--- config.mk ---
export PLATFORM = sky130hd
export DESIGN_NAME = seq_loop_ctrl
export DESIGN_NICKNAME = d
export VERILOG_FILES = /design/src/rtl/seq_loop_ctrl.sv
export SDC_FILE = /design/constraint.sdc
export NUM_CORES = 1
export LEC_CHECK = 0
export ABC_AREA = 1
export CAP_MARGIN = 20
export CORE_ASPECT_RATIO = 1.5
export CORE_UTILIZATION = 58
export CTS_CLUSTER_SIZE = 14
export DETAILED_ROUTE_END_ITERATION = 10
export GPL_TIMING_DRIVEN = 0
export PLACE_DENSITY = 0.87
export SLEW_MARGIN = 20
export SYNTH_ARGS = -nofsm -noshare
export SYNTH_HDL_FRONTEND = slang
export SYNTH_SLANG_ARGS = --single-unit
--- constraint.sdc ---
create_clock -name clock -period 6.9 [get_ports clock]
set_input_delay 2.07 -clock clock [delete_from_list [all_inputs] [get_ports clock]]
set_output_delay 2.07 -clock clock [all_outputs]
set_load 0.01 [all_outputs]
--- src/rtl/seq_loop_ctrl.sv ---
// Sequencing controller for one sequential HLS loop: PRE, BODY_0..BODY_last, optional QUIT, POST.
// Define SEQ_LOOP_CTRL_PROF_EN to add the saturating busy_cycles profiling counter.
module seq_loop_ctrl #(
   parameter int unsigned FSM_WIDTH   = 4,
   parameter int unsigned CNT_WIDTH   = 16,
   parameter int unsigned BODY_STATES = 3
) (
   input  logic                 clock,
   input  logic                 reset,
   input  logic                 start,
   input  logic [CNT_WIDTH-1:0] trip_count,
   input  logic                 body_stall,
   input  logic                 exit_req,
   output logic [FSM_WIDTH-1:0] cur_state,
   output logic                 body_en,
   output logic [CNT_WIDTH-1:0] iter_idx,
   output logic                 iter_first,
   output logic                 iter_last,
   output logic                 quit,
   output logic                 idle,
   output logic                 ready,
   output logic                 done
`ifdef SEQ_LOOP_CTRL_PROF_EN
   ,
   output logic [31:0]          busy_cycles
`endif
);

   localparam logic [FSM_WIDTH-1:0] S_IDLE      = '0;
   localparam logic [FSM_WIDTH-1:0] S_PRE       = FSM_WIDTH'(1);
   localparam logic [FSM_WIDTH-1:0] S_BODY_0    = FSM_WIDTH'(2);
   localparam logic [FSM_WIDTH-1:0] S_BODY_LAST = FSM_WIDTH'(BODY_STATES + 1);
   localparam logic [FSM_WIDTH-1:0] S_QUIT      = FSM_WIDTH'(BODY_STATES + 2);
   localparam logic [FSM_WIDTH-1:0] S_POST      = FSM_WIDTH'(BODY_STATES + 3);
   localparam logic [FSM_WIDTH-1:0] FSM_ONE     = FSM_WIDTH'(1);
   localparam logic [CNT_WIDTH-1:0] CNT_ONE     = CNT_WIDTH'(1);

   logic [FSM_WIDTH-1:0] state_q, state_d;
   logic [CNT_WIDTH-1:0] iter_q, iter_d;
   logic [CNT_WIDTH-1:0] count_q, count_d;
   logic                 in_body;
   logic                 at_last_iter;

   assign in_body      = (state_q >= S_BODY_0) && (state_q <= S_BODY_LAST);
   // count is never zero while in a body state, so count-1 cannot underflow there
   assign at_last_iter = (iter_q == (count_q - CNT_ONE));

   always_comb begin
      state_d = state_q;
      iter_d  = iter_q;
      count_d = count_q;
      case (state_q)
         S_IDLE: begin
            if (start) begin
               state_d = S_PRE;
               count_d = trip_count;
            end
         end
         S_PRE: begin
            iter_d  = '0;
            state_d = (count_q == '0) ? S_POST : S_BODY_0;
         end
         S_QUIT: state_d = S_POST;
         S_POST: state_d = S_IDLE;
         default: begin
            if (!in_body) begin
               state_d = S_IDLE;
            end else if (!body_stall) begin
               if (state_q != S_BODY_LAST) begin
                  state_d = state_q + FSM_ONE;
               end else if (exit_req) begin
                  state_d = S_QUIT;
               end else if (at_last_iter) begin
                  state_d = S_POST;
               end else begin
                  iter_d  = iter_q + CNT_ONE;
                  state_d = S_BODY_0;
               end
            end
         end
      endcase
   end

   always_ff @(posedge clock or negedge reset) begin
      if (!reset) begin
         state_q <= S_IDLE;
         iter_q  <= '0;
         count_q <= '0;
      end else begin
         state_q <= state_d;
         iter_q  <= iter_d;
         count_q <= count_d;
      end
   end

   assign cur_state  = state_q;
   assign iter_idx   = iter_q;
   assign body_en    = in_body && !body_stall;
   assign iter_first = in_body && (iter_q == '0);
   assign iter_last  = in_body && at_last_iter;
   assign quit       = (state_q == S_QUIT);
   assign idle       = (state_q == S_IDLE);
   assign ready      = (state_q == S_PRE);
   assign done       = (state_q == S_POST);

`ifdef SEQ_LOOP_CTRL_PROF_EN
   logic [31:0] busy_q;

   // Counts every non-IDLE cycle of the current run; frozen while idle
   always_ff @(posedge clock or negedge reset) begin
      if (!reset) begin
         busy_q <= '0;
      end else if (state_q == S_IDLE) begin
         if (start) begin
            busy_q <= '0;
         end
      end else if (busy_q != '1) begin
         busy_q <= busy_q + 32'd1;
      end
   end

   assign busy_cycles = busy_q;
`endif

endmodule

# After elaboration in Yosys (flattened, before gate mapping)
# Index checks and enable logic that the tools add are counted.
dict set report op_classes {
  addsub 3
  multipliers 0
  div 0
  order_cmp 2
  n_eq_ne 11
  shift 0
  muxes 14
  n_bitwise 1
  reduce_logical 13
}
# operator n
set ops {}
lappend ops {{$mux W16} 5}
lappend ops {{$logic_not A16 Y1} 2}
lappend ops {{$pmux W16 S2} 1}
lappend ops {{$add A16 B1 Y16 const B} 1}
lappend ops {{$eq A16 B16 Y1} 1}
lappend ops {{$mux W4} 4}
lappend ops {{$pmux W4 S4} 1}
lappend ops {{$sub A16 B1 Y16 const B} 1}
lappend ops {{$mux W3} 3}
lappend ops {{$eq A4 B3 Y1 const B} 2}
lappend ops {{$ne A2 B2 Y1 const B} 3}
lappend ops {{$ne A6 B6 Y1 const B} 1}
lappend ops {{$reduce_and A6 Y1} 1}
lappend ops {{$add A4 B1 Y4 const B} 1}
lappend ops {{$eq A4 B1 Y1 const B} 1}
lappend ops {{$ge A4 B2 Y1 const B} 1}
lappend ops {{$le A4 B3 Y1 const B} 1}
lappend ops {{$logic_and A1 B1 Y1} 4}
lappend ops {{$logic_not A4 Y1} 1}
lappend ops {{$ne A2 B1 Y1 const B} 2}
lappend ops {{$ne A4 B3 Y1 const B} 1}
lappend ops {{$reduce_and A2 Y1} 2}
lappend ops {{$reduce_or A3 Y1} 1}
lappend ops {{$reduce_bool A2 Y1} 1}
lappend ops {{2 further kinds} 2}
dict set report totals {
  register_bits 36
  latch_bits 0
  ram_bits 0
  romBits 0
  inputBits 21
  elab_cells 47
  n_memories 0
}

# Longest topological paths before layout
# Gate-level depths: netlist of run 1.
dict set report logic_depth {
  depth_word 8
  ltp_mapped 19
}

# Worst setup path before layout of run 1
# Ideal clock, no wire load.
dict set report synth_path {
  kind {input to output}
  from {in body_stall}
  to {out body_en}
  t_arrival_ns 2.239
  t_required_ns 4.830
  setup_slack_ns 2.591
  stages 1
  n_path_buf 0
  cell_sequence {nor2_1}
}
dict set report synth_via {
  elab_chain_len 2
}
# element line
set synth_lines {}
lappend synth_lines {{from (decl)} 12} ;# input logic body_stall,
lappend synth_lines {{$logic_not A1 Y1} 98} ;# assign body_en = in_body && !body_stall;
lappend synth_lines {{$logic_and A1 B1 Y1} 98}
lappend synth_lines {{to (decl)} 15} ;# output logic body_en,
# Every way passes these cells.

# Worst setup path after layout of run 1
# Same ends and word-level chain as after synthesis.

==> out/results.tsv, run 1 <==
metric	value	unit
min Tclk post-route	5.27	ns
Syn-to-layout area delta	24.3	%
Post-Syn Instances	417	
Max Cap Viol	0	
ys flop type	dfrtp_1	
# H-tree levels	2	
Worst Path Required	4.83	ns
CTS root buffer	clkbuf_8	
crit path kind	input pin to output pin	
WHS Path Cells	2	
drt wl/cell	12.7	um
RR Startpoint	count_q[0]$_DFFE_PN0P_	
hold path startpoint	iter_idx[3]$_DFFE_PN0P_	
Remaining DRCs	0	
fin nets	500	
clk_lat worst skew	0.30	ns
Hold EP	iter_idx[3]$_DFFE_PN0P_	
cells on worst reg2reg path	16	
via count of the routed design	2776	
drt first pass iters	4	
post-route setup slack	1.63	ns
Initial Util	60.3	%
crit path capture type	output pin	
Die Area	5010	um^2
Final setup violation count	0	
gpl congestion	0.941	
Pwr per Cell Area	272	nW/um^2
clk sink count	36	
Final Slew Violations	0	
Worst Path Max Fanout	3	
Avg Cell Area, Syn	6.57	um^2
CTS Buffer Depth	2	
Seq cells post-synth	36	
Fin. Hold Viols	0	
vias in the first global route	2685	
Detail Placement HPWL	5430	um
Startpoint Class	input pin	
DIE WIDTH	58.1	um
critical path arrival	3.20	ns
slowest CP cell	clkdlybuf4s50_1	
cell area after synthesis	2740	um^2
Ant. Diodes	0	
largest net degree at the start of global routing	20	
pre-CTS setup slack	1.64	ns
# rows	30	
most frequent CP cell	clkdlybuf4s50_1	
CTS Hold Bufs	0	
Multi-input gate area	1580	um^2
Die Ht	86.2	um
syn nets	445	
Final Cycle Share	76.4	%
vias per inst	5.17	
gr usage total	30.0	%
Netlist cell types	31	
Num CTS Buffers	5	
Post-synth EDFFs	0	
CTS tree	built	
layout cells sized above 1	7.82	%
Filler Cell Count	366	
core area	4540	um^2
drt initial violations	147	
CP max stage delay	0.54	ns
post_cts resized	0	
first-pass GRT wire length	11600	um
Warnings, synthesis	0	
fin util	75.0	%
GRT overflow	0	
initial antenna violation count	0	
Port Buffers	47	
Hold Path Class	flip-flop to flip-flop	
maximum vdd drop	0.000203	V
run status	completed	
RSZ-0062 raised after global routing	false	
critical-path cell list	clkdlybuf4s50_1 -> nor2_1 -> clkdlybuf4s50_1	
post-synthesis sequential area ratio	32.9	%
register area	901	um^2
final WL	6800	um
Reg2Reg Setup Slack	4.45	ns
r2r endpoint	iter_idx[3]$_DFFE_PN0P_	
clock slew at reported path FFs	0.07	ns
Top Ports	48	
setup bufs post-CTS	0	
leakage	0.00166	uW
highest clock rate	190	MHz
antenna viol nets, final	0	
skew final	0.00795	ns
share of synthesized registers carrying an async set or reset	100	%
post-route setup TNS	0	ns
-- layout make-up --
cell class,instances,area share (%)
Buffer,14,2.13
Clock buffer,6,2.42
Clock inverter,2,0.294
Inverter,51,5.62
Multi-Input combinational cell,316,46.3
Sequential cell,36,26.5
Tap cell,64,2.35
Timing Repair Buffer,48,14.5
-- worst max-delay path: cells and delay by family --
family / cells / cell delay (ns)
buffers and inverters: 2 / 1.01
and+or+nand+nor: 1 / 0.12
-- per-stage QoR --
| step | power, uW | std cells | hold slack (ns) | area, um^2 |
|---|---|---|---|---|
| after detailed placement | 762 | 529 | 0.562 | 3310 |
| after global placement | 746 | 528 | 0.542 | 3290 |
| final | 925 | 537 | 0.570 | 3410 |
| after global routing | 1000 | 537 | 0.606 | 3410 |
| after CTS | 921 | 537 | 0.577 | 3410 |
| after floorplan | 625 | 417 | 0.523 | 2740 |
-- how the worst max path moves through the flow --
stage	from	depth (start not counted)	to	slack, ns
final	body_stall	3	body_en	1.63
after global routing	body_stall	3	body_en	1.59
after CTS	body_stall	3	body_en	1.63
after detailed placement	body_stall	3	body_en	1.64
after global placement	body_stall	3	body_en	1.65
after floorplan	body_stall	1	body_en	2.59
-- cell usage in the layout (no fill, tap or decap), drive strengths merged, types with 5 or more instances in the layout --
cell / instances
inv: 51
xor2: 13
xnor2: 6
buf: 9
mux2: 5
clkdlybuf4s50: 46
nor3: 5
a21oi: 15
clkbuf: 13
ha: 7
o21ai: 7
dfrtp: 36
nand2: 121
nand3: 43
nor2: 75
nand4: 7
-- power by group --
part / leakage [uW] / internal, uW / switching, uW
logic: 0.00115 / 172 / 252
registers: 0.000452 / 266 / 75.4
clock network: 0.0000510 / 79.7 / 79.7
total: 0.00166 / 518 / 407
-- cell usage after synthesis (3+ instances only) --
| cell type | count | share of area [%] |
|---|---|---|
| a21oi_1 | 15 | 2.7 |
| buf_2 | 5 | 0.91 |
| clkbuf_1 | 5 | 0.69 |
| dfrtp_1 | 36 | 33 |
| ha_1 | 7 | 3.2 |
| inv_1 | 49 | 6.7 |
| mux2_2 | 5 | 2.1 |
| nand2_1 | 117 | 16 |
| nand3_1 | 41 | 7.5 |
| nand4_1 | 7 | 1.6 |
| nor2_1 | 70 | 9.6 |
| nor2_4 | 3 | 1.2 |
| nor3_1 | 5 | 0.91 |
| nor4_1 | 4 | 0.91 |
| o21ai_0 | 7 | 1.3 |
| xnor2_1 | 6 | 1.9 |
| xor2_1 | 13 | 4.2 |
-- sequential cells by signal, indices dropped and copies added (netlist names) --
| register | cells |
|---|---|
| count_q | 16 |
| cur_state | 4 |
| iter_idx | 16 |
-- per-layer routing --
layer / part of all wire [%] / vias up / global-route usage, % / wire length (um)
met3: 3.0 / 13 / 3.73 / 201
met4: 2.3 / 0 / 12.1 / 154
met2: 54 / 73 / 56.3 / 3640
met1: 41 / 1280 / 33.1 / 2800
met5: 0 / - / 0 / 0
li1: - / 1410 / - / -
-- kinds of logic (layout without fill, tap and decap cells) --
| kind of cell | after synthesis | in the layout | synth area share [%] |
|---|---|---|---|
| compound gates | 24 | 24 | 4.47 |
| xor+xnor | 19 | 19 | 6.07 |
| fa+ha+maj | 7 | 7 | 3.20 |
| buf+inv | 65 | 121 | 9.63 |
| flops | 36 | 36 | 32.9 |
| mux | 5 | 5 | 2.05 |
| other cells | 1 | 1 | 0.137 |
| simple gates | 260 | 260 | 41.6 |
No activity file was read; power rests on OpenSTA's default activity.
==> inputs of run 2 (changes only) <==
CORE_UTILIZATION = 48   (was 58)
PLACE_DENSITY = 0.77   (was 0.87)
clock period = 4.82 ns   (was 6.9 ns; I/O delays follow)
==> out/results.tsv, run 2 (synthesis gave the netlist of run 1 again) <==
metric	value	unit
run status	completed	
crit path kind	flip-flop to output pin	
antenna viol nets, final	0	
RR Startpoint	count_q[0]$_DFFE_PN0P_	
maximum vdd drop	0.000278	V
most frequent cells in the layout	nand2_1 (117), nor2_1 (70), inv_1 (49), clkdlybuf4s50_1 (46), nand3_1 (41)	
critical path arrival	2.80	ns
initial antenna violation count	0	
layout cells sized above 1	7.40	%
drt first pass iters	4	
largest net degree at the start of global routing	27	
clock slew at reported path FFs	0.07	ns
Final setup violation count	0	
drt initial violations	95	
Top Ports	48	
post-route setup TNS	0	ns
met2 WL	3640	um
Filler Cell Count	517	
metal1 wirelength	2760	um
CTS tree	built	
Fin. Hold Viols	0	
clk_lat worst skew	0.29	ns
vias in the first global route	2716	
Final Slew Violations	0	
crit path capture type	output pin	
CTS Hold Bufs	0	
drt wl/cell	12.5	um
gpl congestion	0.896	
GRT overflow	0	
gr usage total	25.5	%
leakage	0.00165	uW
Die Ht	94.5	um
routed wl met3	212	um
Ant. Diodes	0	
first-pass GRT wire length	11900	um
Die Area	6020	um^2
Num CTS Buffers	5	
# rows	33	
Port Buffers	47	
setup bufs post-CTS	0	
CTS root buffer	clkbuf_8	
Max Used Layer	met4	
post_cts resized	0	
vias per inst	5.13	
min Tclk post-route	4.24	ns
final WL	6790	um
clk sink count	36	
highest clock rate	236	MHz
slew margin rel.	65.7	%
fin util	62.0	%
# H-tree levels	2	
Tot Pwr	1310	uW
DIE WIDTH	63.7	um
Tightest Pin Transition	0.515	ns
Remaining DRCs	0	
skew final	0.00414	ns
fin nets	500	
Initial Util	49.9	%
Worst Path Required	3.37	ns
Syn-to-layout area delta	24.2	%
CP Launch Point	count_q[0]$_DFFE_PN0P_	
Worst Path Max Fanout	5	
CTS Buffer Depth	2	
core area	5490	um^2
hold path startpoint	iter_idx[2]$_DFFE_PN0P_	
Final Cycle Share	88.0	%
Detail Placement HPWL	5350	um
Max Cap Viol	0	
via count of the routed design	2788	
Startpoint Class	flip-flop	
Hold Path Class	flip-flop to flip-flop	
RSZ-0062 raised after global routing	false	
Pwr per Cell Area	385	nW/um^2
most common cell after layout, fill and taps aside	nand2_1	
## run 2: changes by cell type in the layout (fill, tap and decap cells not counted)
cell	delta
buf_16	-1
clkbuf_1	+2
clkinv_2	-2
buf_12	+1
## run 2: metal layers
layer,vias to the layer above,track usage (%)
li1,1409,-
met3,16,3.14
met5,-,0
met2,59,48.3
met1,1304,27.5
met4,0,12.5
## run 2: area by class of cell
class | count | area, um^2 | share of cell area (%)
multi-input combinational | 316 | 1580 | 46.3
sequential | 36 | 901 | 26.5
timing repair buffer | 48 | 485 | 14.3
inverter | 51 | 191 | 5.63
clock buffer | 8 | 90.1 | 2.65
tap | 70 | 87.6 | 2.57
buffer | 14 | 72.6 | 2.13
## run 2: power breakdown
part	switching [uW]	internal, uW
Combinational	351	245
Sequential	105	381
Clock	112	117
Total	569	742
## run 2: per-stage QoR
step                      instance area (um^2)  setup slack [ns]  instances  hold slack [ns]
final                                     3400             0.579        543            0.565
after global routing                      3400             0.296        543            0.589
after CTS                                 3400             0.593        543            0.565
after detailed placement                  3310             0.826        535            0.550
after global placement                    3300             0.816        534            0.544
after floorplan                           2740              1.70        417            0.523
## run 2: path summary, 6_finish.rpt
kind	to	slack, ns	cells past startpoint
setup / recovery	iter_last	0.58	13
min in group asynchronous	iter_idx[6]$_DFFE_PN0P_	1.02	1
max in group asynchronous	count_q[12]$_DFFE_PN0P_	3.38	2
hold reg to reg	iter_idx[2]$_DFFE_PN0P_	0.57	2
hold / removal	iter_idx[2]$_DFFE_PN0P_	0.57	2
setup reg to reg	iter_idx[9]$_DFFE_PN0P_	2.35	16
## run 2: critical path, stage by stage (launching register included)
cell and delay (ns):
dfrtp_1 0.42, inv_1 0.12, ha_1 0.28, nand2_1 0.10
nor2_1 0.21, nand2_1 0.12, nand3_1 0.08, nand2_1 0.05
nor2_1 0.10, nand2_1 0.06, nor2_1 0.15, nand3_2 0.15
nor2_1 0.12, clkdlybuf4s50_1 0.54
